### src/rtl/regfile_wb_arbiter.sv
// ---------------------------------------------------------------------------
// regfile_wb_arbiter
//
// Write-back arbiter and pending-write scoreboard for the 32-entry
// general-purpose register file. Two producers share the register file's
// single write port:
//   - Port A: ALU path. It has high priority.
//   - Port B: load / multi-cycle unit. It has low priority.
// Port B is protected from starvation. After STARVE_LIMIT consecutive A grants
// while B is waiting, B is granted.
//
// Optional feature: define WB_BYPASS_EN to add the byp_* outputs. These
// outputs mirror the winning transfer in its handshake cycle, so that decode
// can forward the value one cycle before the register file write.
//
// Ports:
//   clk, rst               clock; synchronous active-high reset
//   a_valid/a_ready        port A handshake (ALU)
//   a_addr/a_data          port A destination register and data
//   b_valid/b_ready        port B handshake (load / multi-cycle)
//   b_addr/b_data          port B destination register and data
//   rsv_valid/rsv_addr     issue stage reserves a destination register
//   busy                   registered pending-write bit per register
//   wr_en/wr_addr/wr_data  registered register file write port
//   byp_valid/byp_addr/byp_data  (WB_BYPASS_EN only) combinational forward
// ---------------------------------------------------------------------------
module regfile_wb_arbiter #(
    parameter int DATA_W       = 32,
    parameter int ADDR_W       = 5,
    parameter int NUM_REGS     = 32,
    parameter int STARVE_LIMIT = 4
) (
    input  logic                clk,
    input  logic                rst,
    input  logic                a_valid,
    output logic                a_ready,
    input  logic [ADDR_W-1:0]   a_addr,
    input  logic [DATA_W-1:0]   a_data,
    input  logic                b_valid,
    output logic                b_ready,
    input  logic [ADDR_W-1:0]   b_addr,
    input  logic [DATA_W-1:0]   b_data,
    input  logic                rsv_valid,
    input  logic [ADDR_W-1:0]   rsv_addr,
    output logic [NUM_REGS-1:0] busy,
    output logic                wr_en,
    output logic [ADDR_W-1:0]   wr_addr,
    output logic [DATA_W-1:0]   wr_data
`ifdef WB_BYPASS_EN
    ,
    output logic                byp_valid,
    output logic [ADDR_W-1:0]   byp_addr,
    output logic [DATA_W-1:0]   byp_data
`endif
);

    localparam int                CNT_W      = $clog2(STARVE_LIMIT + 1);
    localparam logic [CNT_W-1:0]  STARVE_MAX = CNT_W'(STARVE_LIMIT);

    logic [CNT_W-1:0]    starve_cnt;
    logic [CNT_W-1:0]    starve_next;
    logic                starve_hit;
    logic                grant_a;
    logic                grant_b;
    logic                xfer;
    logic                wr_fire;
    logic [ADDR_W-1:0]   win_addr;
    logic [DATA_W-1:0]   win_data;
    logic [NUM_REGS-1:0] busy_next;

    // Arbitration, starve counter and scoreboard next state.
    always_comb begin
        // NOTE: every signal gets a default first. Otherwise a path that does
        // not assign the signal would infer a latch.
        grant_a     = 1'b0;
        grant_b     = 1'b0;
        starve_hit  = (starve_cnt == STARVE_MAX);
        starve_next = starve_cnt;
        busy_next   = busy;

        // Ready is suppressed during reset, so any transfer presented then is lost.
        if (!rst) begin
            if (a_valid && !(b_valid && starve_hit)) begin
                grant_a = 1'b1;
            end else if (b_valid) begin
                grant_b = 1'b1;
            end
        end

        xfer     = grant_a | grant_b;
        win_addr = grant_b ? b_addr : a_addr;
        win_data = grant_b ? b_data : a_data;
        // A transfer to r0 completes the handshake, but the write is dropped.
        wr_fire  = xfer && (win_addr != '0);

        // The counter measures how long B has been waiting behind A.
        if (!b_valid || grant_b) begin
            starve_next = '0;
        end else if (grant_a && !starve_hit) begin
            starve_next = starve_cnt + 1'b1;
        end

        // Clear first, then set. A new reservation in the same cycle is for
        // a newer write, so the set must win.
        if (xfer) begin
            busy_next[win_addr] = 1'b0;
        end
        if (rsv_valid && (rsv_addr != '0)) begin
            busy_next[rsv_addr] = 1'b1;
        end
        busy_next[0] = 1'b0;
    end

    assign a_ready = grant_a;
    assign b_ready = grant_b;

`ifdef WB_BYPASS_EN
    assign byp_valid = wr_fire;
    assign byp_addr  = win_addr;
    assign byp_data  = win_data;
`endif

    always_ff @(posedge clk) begin
        if (rst) begin
            // NOTE: busy is reset even though it is a flop array. It is
            // architectural hazard state, and a stale bit would stall issue forever.
            starve_cnt <= '0;
            busy       <= '0;
            wr_en      <= 1'b0;
            wr_addr    <= '0;
            wr_data    <= '0;
        end else begin
            // NOTE: non-blocking assignments make every register sample the
            // pre-edge values, which keeps the update order irrelevant.
            starve_cnt <= starve_next;
            busy       <= busy_next;
            wr_en      <= wr_fire;
            // Address and data hold their values when there is no write.
            if (wr_fire) begin
                wr_addr <= win_addr;
                wr_data <= win_data;
            end
        end
    end

endmodule

### config.mk
export PLATFORM = sky130hd
export DESIGN_NAME = regfile_wb_arbiter
export DESIGN_NICKNAME = d
export VERILOG_FILES = /design/src/rtl/regfile_wb_arbiter.sv
export SDC_FILE = /design/constraint.sdc
export NUM_CORES = 1
export LEC_CHECK = 0
export ABC_AREA = 1
export CAP_MARGIN = 5
export CORE_MARGIN = 4
export CORE_UTILIZATION = 43
export DETAILED_ROUTE_END_ITERATION = 6
export PLACE_DENSITY_LB_ADDON = 0.1
export SYNTH_ARGS = -nofsm -noshare
export SYNTH_HDL_FRONTEND = slang
export SYNTH_SLANG_ARGS = --single-unit
export TNS_END_PERCENT = 10
### constraint.sdc
create_clock -name clk -period 2.5 [get_ports clk]
set_clock_uncertainty 0.2 [all_clocks]
set_input_delay 0.5 -clock clk [delete_from_list [all_inputs] [get_ports clk]]
set_output_delay 0.5 -clock clk [all_outputs]
set_load 0.02 [all_outputs]
==> flow_summary.yaml <==
sta:
  final_critical_path_setup_slack_ns: 0.0590
  period_share: 0.976
  fin_crit_ns: 2.44
  final-hold-violation-count: 0
  grt_setup_unrepaired: "true"
  fmax_mhz: 410
  worst_slew_pin_slew_ns: 0.505
  maxSlewHeadroom: 0.661
  totalNegativeSetupSlack_ns: 0
  setup_viol: 0
  slew_viol_final: 0
clocking:
  clk_root_buffer_cell: "clkbuf_8"
  worstSkewPairLatency_ns: 0.34
  clk_transition_reported_paths_ns: 0.08
  ctsHoldBuffers: 0
  tritoncts: "built"
  ctsLongestPathBuffers: 2
  cts-buffers-inserted: 9
  clock_sinks: 72
  ctsHtreeMaxLevel: 3
logic_synthesis:
  synth.net_count: 684
  synthDominantAreaCellType: "dfxtp_1"
  synth_warnings: 0
  synth-seq-area-share: 0.389
  post_syn_instances: 598
  synth-seq-cells: 72
  synthesis.area_sq_um: 3710
  synth_cell_type_count: 26
  synthesis.area_per_instance_sq_um: 6.20
  synth_top_area_frac: 0.389
  post_synth_main_area_contributors: "dfxtp_1 39%, nand2_1 26%, nor2_1 8.8%"
run_status:
  status: "complete, no violations"
final_layout:
  antenna_cells: 0
  final_cell_mix: "253 x nand2_1, 152 x clkdlybuf4s50_1, 86 x nor2_1"
  fin_util: 0.693
  post-route-cell-area_sq_um: 5750
  nets: 859
  layout_commonest_cell: "nand2_1"
  flow.area_growth_from_synthesis_pct: 54.9
  layout.filler_cells: 769
  drive_above_1_share: 0.0913
global_route:
  track_usage: 0.215
  antenna_found_initial: 0
  grt_pass1_vias: 3920
  globalRouteOverflowTotal: 0
  pin_count_of_the_biggest_net_entering_global_routing: 36
  first_pass_grt_wire_length_um: 17800
worst_setup_path:
  critPathLaunch: "b_valid"
  critical_path_class: "input pin to output port"
  critical_path_required_ns: 1.80
  crit_path_max_incr_delay_ns: 0.50
  critical_path_endpoint_category: "output port"
  timing.critical_path.fanout_max: 8
  beginning_of_the_worst_register_to_register_path: "starve_cnt[0]"
  timing.critical_path.arrival_ns: 1.74
  worstSetupStartpointType: "input pin"
  cp_cell_sequence: "clkdlybuf4s50_1 > inv_1 > nor2_8 > nand2_4 > inv_2 > clkdlybuf4s15_1"
  critPathSlowestCell: "clkdlybuf4s50_1"
power:
  ir_worst_vdd_uv: 360
  static_leak_nw: 2.64
  power_density_nw_per_um2: 522
detailed_routing:
  detail_route.first_pass.iterations: 5
  post_drt_wl_per_cell_um: 12.3
  post_drt_via_cell_ratio: 4.68
  totalWireLength_um: 10900
  route.vias.total: 4134
  dr_drc_count: 0
  postRouteAntennaNets: 0
  drt-initial-drc-count: 185
place:
  dp_hpwl_um: 8310
  finalWeightedCongestion: 0.833
  placement.setup.worst_slack_ns: -0.298
  port-buffer-count: 154
  placedInstanceArea_sq_um: 5520
floorplan:
  die_height_um: 101
  die_span_in_x_um: 101
  initial_core_util: 0.447
  floorplan.rows: 33
  ioPinCount: 156
  overall_die_area_sq_um: 10200
  fp.coreArea_sq_um: 8300
min_path:
  timing.hold.worst.start: "busy[4]"
  hp-class: "flip-flop to flip-flop"
flow_run:
  maxCapViolations: 0
==> power breakdown <==
part	leakage [nW]	switching, mW	total (mW)	internal (mW)
Clock	0.108	0.470	1.04	0.574
Combinational	1.94	0.358	0.717	0.359
Sequential	0.590	0.0295	1.24	1.21
Total	2.64	0.857	3.00	2.14
==> state kept, by name, summed over array words and instances (netlist names) <==
signal	count
busy	31
starve_cnt	3
wr_addr	5
wr_data	32
wr_en	1
==> path summary, 6_finish.rpt <==
check,end,slack [ns],cells after the start
setup / recovery,b_ready,0.06,6
hold reg to reg,busy[4],0.26,2
hold / removal,busy[4],0.26,2
setup reg to reg,wr_data[5],0.20,13
==> metal layers <==
layer / vias up / global-route usage / routed length, um
met5: - / 0 / 0
met4: 0 / 0.0539 / 121
met3: 11 / 0.0547 / 996
met2: 146 / 0.362 / 5090
met1: 1819 / 0.274 / 4670
li1: 2158 / - / -
==> per-stage QoR <==
step | total power [mW] | hold WS, ns | std cells
global route | 3.16 | 0.292 | 883
finish | 3.00 | 0.264 | 883
CTS | 3.03 | 0.268 | 883
global placement | 1.97 | 0.249 | 867
detailed placement | 1.98 | 0.256 | 867
floorplan | 1.62 | 0.261 | 598
==> critical path: cells and delay by family <==
kind,cells,cell delay [ns]
buffers and inverters,4,1.06
AND/OR/NAND/NOR,2,0.18
==> kinds of logic after synthesis <==
group	count (synthesis)	synth area share
simple gates	397	0.438
buf+inv	87	0.108
compound gates	39	0.0580
fa+ha+maj	2	0.00674
flops	72	0.389
other cells	1	0.00101
==> what timing repair did <==
action                                 in CTS  in global routing
setup endpoints to repair                   2                 27
gates resized for setup                     4                  5
pin swaps                                   0                  1
setup buffers                               0                  0
endpoints found under the hold margin       0                  0
==> cell usage after synthesis <==
cell type / instances
conb_1: 1
clkbuf_1: 10
a21oi_1: 36
a211oi_1: 1
o21bai_4: 1
nand3b_1: 2
and3_1: 1
inv_4: 1
nand3_1: 39
nand2_4: 1
buf_6: 8
clkinv_1: 2
buf_4: 1
nand3_2: 2
inv_1: 57
nand2_2: 5
nor3_1: 3
dfxtp_1: 72
nor2_4: 3
buf_2: 6
nor2_8: 1
inv_2: 2
ha_1: 2
o21ai_2: 1
nor2_1: 87
nand2_1: 253
==> layout make-up <==
type	instances	area [sq um]	share of cell area
flip-flops and latches	72	1440	0.251
clock buffers	9	124	0.0215
multi-input cells	439	1870	0.325
well taps	105	131	0.0229
repair buffers	189	1840	0.320
clock inverters	7	104	0.0181
inverters	62	235	0.0409
Note: power is estimated with default switching activity, not from simulation.
